<file path="config.mk">
export PLATFORM = sky130hd
export DESIGN_NAME = hazard_ctrl
export DESIGN_NICKNAME = d
export VERILOG_FILES = /design/src/rtl/pipe_pkg.sv /design/src/rtl/fwd_unit.sv /design/src/rtl/hazard_ctrl.sv
export SDC_FILE = /design/constraint.sdc
export NUM_CORES = 1
export LEC_CHECK = 0
export ABC_AREA = 1
export CAP_MARGIN = 25
export CORE_ASPECT_RATIO = 0.8
export CORE_MARGIN = 2
export CORE_UTILIZATION = 39
export DETAILED_ROUTE_END_ITERATION = 16
export GPL_TIMING_DRIVEN = 0
export PLACE_DENSITY_LB_ADDON = 0.08
export REMOVE_ABC_BUFFERS = 1
export SYNTH_ARGS = -nofsm -noshare
export SYNTH_HDL_FRONTEND = slang
export SYNTH_SLANG_ARGS = --single-unit
</file>
<file path="constraint.sdc">
create_clock -name i_clk -period 2.2 [get_ports i_clk]
set_input_delay 0.44 -clock i_clk [delete_from_list [all_inputs] [get_ports i_clk]]
set_output_delay 0.44 -clock i_clk [all_outputs]
set_load 0.1 [all_outputs]
</file>
<file path="src/rtl/pipe_pkg.sv">
// Shared pipeline definitions: write-back selects, forwarding select encoding,
// and hazard FSM state type.
package pipe_pkg;

  localparam int unsigned REG_ADDR_W = 5;
  localparam int unsigned WB_SEL_W   = 2;
  localparam int unsigned PERF_CNT_W = 32;
  localparam int unsigned LU_CNT_W   = 2;

  localparam logic [WB_SEL_W-1:0] WB_SEL_ALU = 2'b00;
  localparam logic [WB_SEL_W-1:0] WB_SEL_MEM = 2'b01;
  localparam logic [WB_SEL_W-1:0] WB_SEL_PC4 = 2'b10;

  typedef enum logic [1:0] {
    FWD_REG = 2'b00,
    FWD_W   = 2'b01,
    FWD_M   = 2'b10
  } fwd_sel_t;

  typedef enum logic {
    RUN      = 1'b0,
    LU_STALL = 1'b1
  } hz_state_t;

endpackage

</file>
<file path="src/rtl/fwd_unit.sv">
// Forwarding compare for one Execute operand against the shadow M and W
// destinations; M wins over W, loads in M cannot forward, x0 never forwards.
module fwd_unit
  import pipe_pkg::*;
(
  input  logic [REG_ADDR_W-1:0] rs_addr,
  input  logic [REG_ADDR_W-1:0] rd_addr_m,
  input  logic                  rd_wren_m,
  input  logic                  load_m,
  input  logic [REG_ADDR_W-1:0] rd_addr_w,
  input  logic                  rd_wren_w,
  output fwd_sel_t              sel_c
);

  always_comb begin
    sel_c = FWD_REG;
    if (rd_wren_m && (rd_addr_m != '0) && (rd_addr_m == rs_addr) && !load_m) begin
      sel_c = FWD_M;
    end else if (rd_wren_w && (rd_addr_w != '0) && (rd_addr_w == rs_addr)) begin
      sel_c = FWD_W;
    end
  end

endmodule

</file>
<file path="src/rtl/hazard_ctrl.sv">
// Hazard controller at the D/E boundary: forwarding, load-use stall FSM and
// control flush. Define HAZARD_PERF_EN to enable the stall/flush perf counters.
module hazard_ctrl
  import pipe_pkg::*;
#(
  parameter int unsigned LOAD_STALL_CYCLES = 1
) (
  input  logic                  i_clk,
  input  logic                  i_rst,
  input  logic [REG_ADDR_W-1:0] rs1_addr_D,
  input  logic [REG_ADDR_W-1:0] rs2_addr_D,
  input  logic [REG_ADDR_W-1:0] rs1_addr_E,
  input  logic [REG_ADDR_W-1:0] rs2_addr_E,
  input  logic [REG_ADDR_W-1:0] rd_addr_E,
  input  logic                  rd_wren_E,
  input  logic [WB_SEL_W-1:0]   wb_sel_E,
  input  logic                  pc_sel_E,
  output logic                  StallF,
  output logic                  StallD,
  output logic                  FlushD,
  output logic                  FlushE,
  output logic [1:0]            ForwardAE,
  output logic [1:0]            ForwardBE,
  output logic [PERF_CNT_W-1:0] stall_cnt,
  output logic [PERF_CNT_W-1:0] flush_cnt
);

  // Extra bubbles beyond the first one, loaded when entering LU_STALL.
  localparam logic [LU_CNT_W-1:0] CNT_INIT =
    (LOAD_STALL_CYCLES > 1) ? LU_CNT_W'(LOAD_STALL_CYCLES - 2) : '0;

  logic [REG_ADDR_W-1:0] rd_addr_M, rd_addr_W;
  logic                  rd_wren_M, rd_wren_W, load_M;

  hz_state_t             state, state_nxt;
  logic [LU_CNT_W-1:0]   cnt, cnt_nxt;
  logic                  lu, stall, flush_d, flush_e;
  fwd_sel_t              fwd_a, fwd_b;

  // Shadow E->M->W destination pipeline; never stalls.
  always_ff @(posedge i_clk or posedge i_rst) begin
    if (i_rst) begin
      rd_addr_M <= '0;
      rd_wren_M <= 1'b0;
      load_M    <= 1'b0;
      rd_addr_W <= '0;
      rd_wren_W <= 1'b0;
    end else begin
      rd_addr_M <= rd_addr_E;
      rd_wren_M <= rd_wren_E & ~FlushE;
      load_M    <= (wb_sel_E == WB_SEL_MEM);
      rd_addr_W <= rd_addr_M;
      rd_wren_W <= rd_wren_M;
    end
  end

  fwd_unit u_fwd_a (
    .rs_addr   (rs1_addr_E),
    .rd_addr_m (rd_addr_M),
    .rd_wren_m (rd_wren_M),
    .load_m    (load_M),
    .rd_addr_w (rd_addr_W),
    .rd_wren_w (rd_wren_W),
    .sel_c     (fwd_a)
  );

  fwd_unit u_fwd_b (
    .rs_addr   (rs2_addr_E),
    .rd_addr_m (rd_addr_M),
    .rd_wren_m (rd_wren_M),
    .load_m    (load_M),
    .rd_addr_w (rd_addr_W),
    .rd_wren_w (rd_wren_W),
    .sel_c     (fwd_b)
  );

  assign lu = (wb_sel_E == WB_SEL_MEM) && rd_wren_E && (rd_addr_E != '0) &&
              ((rd_addr_E == rs1_addr_D) || (rd_addr_E == rs2_addr_D));

  always_ff @(posedge i_clk or posedge i_rst) begin
    if (i_rst) begin
      state <= RUN;
      cnt   <= '0;
    end else begin
      state <= state_nxt;
      cnt   <= cnt_nxt;
    end
  end

  // Priority: control flush > ongoing stall > new load-use > idle.
  always_comb begin
    state_nxt = state;
    cnt_nxt   = cnt;
    stall     = 1'b0;
    flush_d   = 1'b0;
    flush_e   = 1'b0;
    if (pc_sel_E) begin
      flush_d   = 1'b1;
      flush_e   = 1'b1;
      state_nxt = RUN;
      cnt_nxt   = '0;
    end else begin
      case (state)
        LU_STALL: begin
          stall   = 1'b1;
          flush_e = 1'b1;
          if (cnt == '0) begin
            state_nxt = RUN;
          end else begin
            cnt_nxt = cnt - LU_CNT_W'(1);
          end
        end
        default: begin
          if (lu) begin
            stall   = 1'b1;
            flush_e = 1'b1;
            if (LOAD_STALL_CYCLES > 1) begin
              state_nxt = LU_STALL;
              cnt_nxt   = CNT_INIT;
            end
          end
        end
      endcase
    end
  end

  assign StallF    = stall & ~i_rst;
  assign StallD    = stall & ~i_rst;
  assign FlushD    = flush_d & ~i_rst;
  assign FlushE    = flush_e & ~i_rst;
  assign ForwardAE = fwd_a;
  assign ForwardBE = fwd_b;

`ifdef HAZARD_PERF_EN
  logic [PERF_CNT_W-1:0] stall_q, flush_q;

  // Free-running event counters; wrap naturally at 2^32.
  always_ff @(posedge i_clk or posedge i_rst) begin
    if (i_rst) begin
      stall_q <= '0;
      flush_q <= '0;
    end else begin
      if (StallD) stall_q <= stall_q + PERF_CNT_W'(1);
      if (pc_sel_E) flush_q <= flush_q + PERF_CNT_W'(1);
    end
  end

  assign stall_cnt = stall_q;
  assign flush_cnt = flush_q;
`else
  assign stall_cnt = '0;
  assign flush_cnt = '0;
`endif

endmodule
</file>
[Word level (Yosys, flattened, before mapping)]
Index checks and enable logic that the tools add are counted.
Operators by class
  bitwise operators: 6
  reductions and logical operators: 19
  add/sub/neg operators: 1
  eq/ne operators: 8
  mux-type cells: 15
Operators with widths (count)
  $eq 5x5->1: 6
  $reduce_bool 5->1: 3
  $logic_and 1x1->1: 11
  $mux 1: 10
  $mux 2: 5
  $and 1x1->1: 4
  $eq 2x1->1 const B: 1
  $logic_not 2->1: 1
  $ne 2x2->1 const B: 1
  $not 1->1: 2
  $reduce_and 2->1: 1
  $reduce_bool 2->1: 1
  $sub 2x1->2 const B: 1
  $logic_not 1->1: 1
  $logic_or 1x1->1: 1
Word-level totals
  register bits after elaboration: 16
  bits of input ports: 31
  word-level logic and storage cells: 56

[Logic depth before layout (Yosys ltp)]
  depth after elaboration: 10
  depth in mapped cells: 11
  gate-level depth less buffers: 10

[Modules after synthesis]
From an unflattened synthesis, not the netlist that was laid out.
Unflattened totals
  cell total of the unflattened synthesis: 276
  area total of the unflattened synthesis: 1680.4 µm²
Modules (own cells, without submodules)
  hazard_ctrl: area each 1202.4 µm², cells each 154, instances 1
  fwd_unit: area each 239.0 µm², cells each 61, instances 2

[Least setup slack after synthesis]
OpenSTA, ideal clock, no wires.
  path type: register -> output
  start point: register rd_addr_M[0]
  end point: output ForwardAE[0]
  path slack: -1.752 ns
  arrival time: 3.512 ns
  path buffers: 0
  cell stages (with the launch flop): 6
  path through: dfrtp_1 -> inv_2 -> or2_2 -> nand3_1 -> nor4_2 -> nor2_1
On the way
  word-level cells in the longest chain between the ends: 5
  elaborated cells on any way between the ends: 6
  classes of those cells: 1 x eq/ne; 1 x mux; 4 x reduce/logical
Ends and longest elaborated chain
  start, declared: line hazard_ctrl.sv:32  | logic [REG_ADDR_W-1:0] rd_addr_M, rd_addr_W;
  start signal, assigned: line hazard_ctrl.sv:49  | rd_addr_M <= rd_addr_E;
  $reduce_bool 5->1: line fwd_unit.sv:17  | if (rd_wren_m && (rd_addr_m != '0) && (rd_addr_m == rs_addr) && !load_m) begin
  $logic_and 1x1->1: line fwd_unit.sv:17
  $logic_and 1x1->1 * (2 in series): line fwd_unit.sv:17
  $mux 2 *: line fwd_unit.sv:17
  end, declared: line hazard_ctrl.sv:22  | output logic [1:0] ForwardAE,
Mark *: on every way between the ends. The rest lies on a longest branch, timed or not.

[Worst setup path in the final report]
  start point: input rs2_addr_D[0]
  end point: output FlushE
On the way
  word-level cells in the longest chain between the ends: 7
Ends and longest elaborated chain
  start, declared: line hazard_ctrl.sv:11  | input logic [REG_ADDR_W-1:0] rs2_addr_D,
  $eq 5x5->1: line hazard_ctrl.sv:78  | ((rd_addr_E == rs1_addr_D) || (rd_addr_E == rs2_addr_D));
  $logic_or 1x1->1: line hazard_ctrl.sv:78
  $logic_and 1x1->1: line hazard_ctrl.sv:77  | assign lu = (wb_sel_E == WB_SEL_MEM) && rd_wren_E && (rd_addr_E != '0) &&
  $mux 1: line hazard_ctrl.sv:114  | if (lu) begin
  $mux 1: line hazard_ctrl.sv:103  | case (state)
  $mux 1: line hazard_ctrl.sv:97  | if (pc_sel_E) begin
  $and 1x1->1: line hazard_ctrl.sv:130  | assign FlushE = flush_e & ~i_rst;
  end, declared: line hazard_ctrl.sv:21  | output logic FlushE,
Every way passes these cells.

==> results.py <==
metrics = {
    "outcome": {
        "outcome": "completed",
    },
    "cts": {
        "clock_sinks": 16,
        "cts.path.max_buffers": 2,
        "insertion_delay_ps": 240,
        "ctsRootBufferMaster": "clkbuf_8",
        "cts_tree": "yes",
        "clk_pin_slew_ps": 60,
        "ctsHoldBuffers": 0,
        "cts-htree-levels": 1,
        "cts_made_buffers": 3,
    },
    "global_routing": {
        "overflow": 0,
        "grtUsageTotal_pct": 12.2,
        "grt_pass1_vias": 1008,
        "antenna_found_initial": 0,
        "grt_max_degree": 18,
        "grt_pass1_wl_mm": 4.14,
    },
    "placement": {
        "finalWeightedCongestion": 0.777,
        "io_buffer_count": 38,
        "dp_hpwl_mm": 2.20,
    },
    "timing": {
        "fin_hold_ws_ps": 351,
        "rsz0062_at_grt": "no",
        "finalCritPeriodShare_pct": 94.7,
        "skew_ps": 2.05,
        "fmax_mhz": 480,
        "finalMaxSlewViolations": 0,
        "min_period_ps": 2080,
        "finalHoldViolCount": 0,
        "finalSetupViolations": 0,
    },
    "worst_setup_path": {
        "rrSetupSlack_ps": 1040,
        "end_kind": "primary output",
        "worstPathMaxFanout": 2,
        "crit_type": "primary input to primary output",
        "start_kind": "primary input",
        "crit_required_ps": 1760,
        "arrival_ps": 1640,
    },
    "detailed_routing": {
        "remaining_drc_errors": 0,
        "vias": 1135,
        "drtIter0Drc": 27,
        "routedWlPerCell_um": 8.99,
        "wl_mm": 2.61,
        "dr.pass1.iters": 4,
        "antenna_left": 0,
        "via_per_inst": 3.91,
    },
    "die": {
        "initial_utilization_pct": 40.2,
        "core_area_um2": 3750,
        "die_area_um2": 4390,
        "rows": 20,
        "die_width_um": 73.5,
        "die_y_um": 59.6,
        "io_pins": 103,
    },
    "power": {
        "report.power.total_mw": 1.21,
        "power.leakage_nw": 1.03,
        "p_per_area_nw_per_um2": 678,
        "irDropWorstVdd_mv": 0.262,
    },
    "yosys": {
        "syn_avg_cell_area_um2": 7.40,
        "synth-main-ff-cell": "dfrtp_1",
        "synth_edf_count": 0,
        "yosysUniqueCellTypes": 23,
        "synth_area_um2": 1510,
        "yosys-top-cells-area": "buf_4 (32%), dfrtp_1 (27%), nand2_1 (7.7%)",
        "yosys.area.top_type_share_pct": 32.3,
        "yosys.area.top_type": "buf_4",
        "syn_inst": 204,
        "synth_seq_area_share_pct": 26.5,
        "async_reset_ff_share_pct": 100,
        "ys_warn_count": 0,
        "synth_seq_cells": 16,
    },
    "cells_and_area": {
        "layout_commonest_cell": "conb_1",
        "nets": 279,
        "drive_above_1_share_pct": 12.6,
        "antenna_cells": 0,
        "layout_common_cells": "conb_1 (64), nand2_1 (31), inv_1 (23)",
        "area_delta_synth_final_pct": 18.6,
    },
    "job": {
        "maxCapViolations": 0,
    },
    "worst_hold_path": {
        "worstHoldPathType": "primary input to register",
    },
}
==> power by group <==
part	total, mW	internal, mW	switching (mW)
sequential	0.319	0.307	0.0122
clock	0.245	0.158	0.0867
combinational	0.649	0.0767	0.572
total	1.21	0.542	0.671
==> sequential cells by signal (all words and copies together), names as in the netlist <==
signal     cells
rd_addr_M      5
cnt            2
state          1
rd_wren_M      1
rd_addr_W      5
rd_wren_W      1
load_M         1
==> kinds of logic after synthesis <==
logic type / after synthesis / share of synthesized area [%]
compound gates: 10 / 3.57
xor+xnor: 16 / 9.29
fa+ha+maj: 1 / 0.829
buf+inv: 92 / 39.1
flops: 16 / 26.5
other cells: 1 / 0.249
simple gates: 68 / 20.5
==> stage by stage <==
step,std cells,utilization [%],setup TNS (ps),area [µm²],worst slack [ps]
2_1_floorplan,202,-,-7070,1260,-1750
3_3_place_gp,284,45.1,-7520,1690,-1120
3_5_place_dp,284,45.1,-7540,1690,-1140
4_1_cts,290,47.6,-5.99,1790,-5.99
5_1_grt,290,47.7,0,1790,1.40
6_report,290,47.7,0,1790,116
==> cells in the mapped netlist, types with 2 or more instances <==
cell and n:
buf_4 65, nand2_1 31, inv_1 24, dfrtp_1 16, nor2_1 16, xnor2_1 10
nand3_1 6, o21ai_0 6, xor2_1 6, nand4_1 5, inv_2 3, nor3_1 3
nor4_2 2, or2_2 2
==> repair_timing <==
item	CTS	global route
resized for setup	85	21
setup buffers	2	0
setup endpoints to repair	8	8
pin swaps	15	14
==> worst max-delay path, stage by stage <==
cell	delay, ps
dlygate4sd2_1	240
nor2_1	100
nor2_1	50
nor2_1	100
nand3_1	80
nand2_1	80
nand2_1	70
nand2_1	80
nand2_2	70
o21ai_1	100
buf_6	240
==> layer usage <==
layer	wire length, µm	GRT usage [%]	vias up	share of wire (%)
li1	-	-	577	-
met1	1200	16.1	482	46
met2	1090	19.6	74	42
met3	291	1.53	2	11
met4	27	6.23	0	1.0
met5	0	0	-	0
==> final timing paths <==
check,startpoint,to,depth (start not counted)
worst min-delay path,rd_addr_E[2],rd_addr_M[2],1
worst max-delay path,rs2_addr_D[0],FlushE,11
worst max register to register,cnt[0],cnt[1],5
worst min register to register,rd_addr_M[1],rd_addr_W[1],0
min in group asynchronous,i_rst,state,3
max in group asynchronous,i_rst,rd_addr_W[0],3
==> layout make-up <==
class	instances	area [µm²]
tap	44	55.1
inverter	27	105
clock buffer	4	55.1
timing repair buffer	40	389
multi-input combinational	159	785
fill	392	1960
sequential	16	400
(Power assumes the default switching activity.)
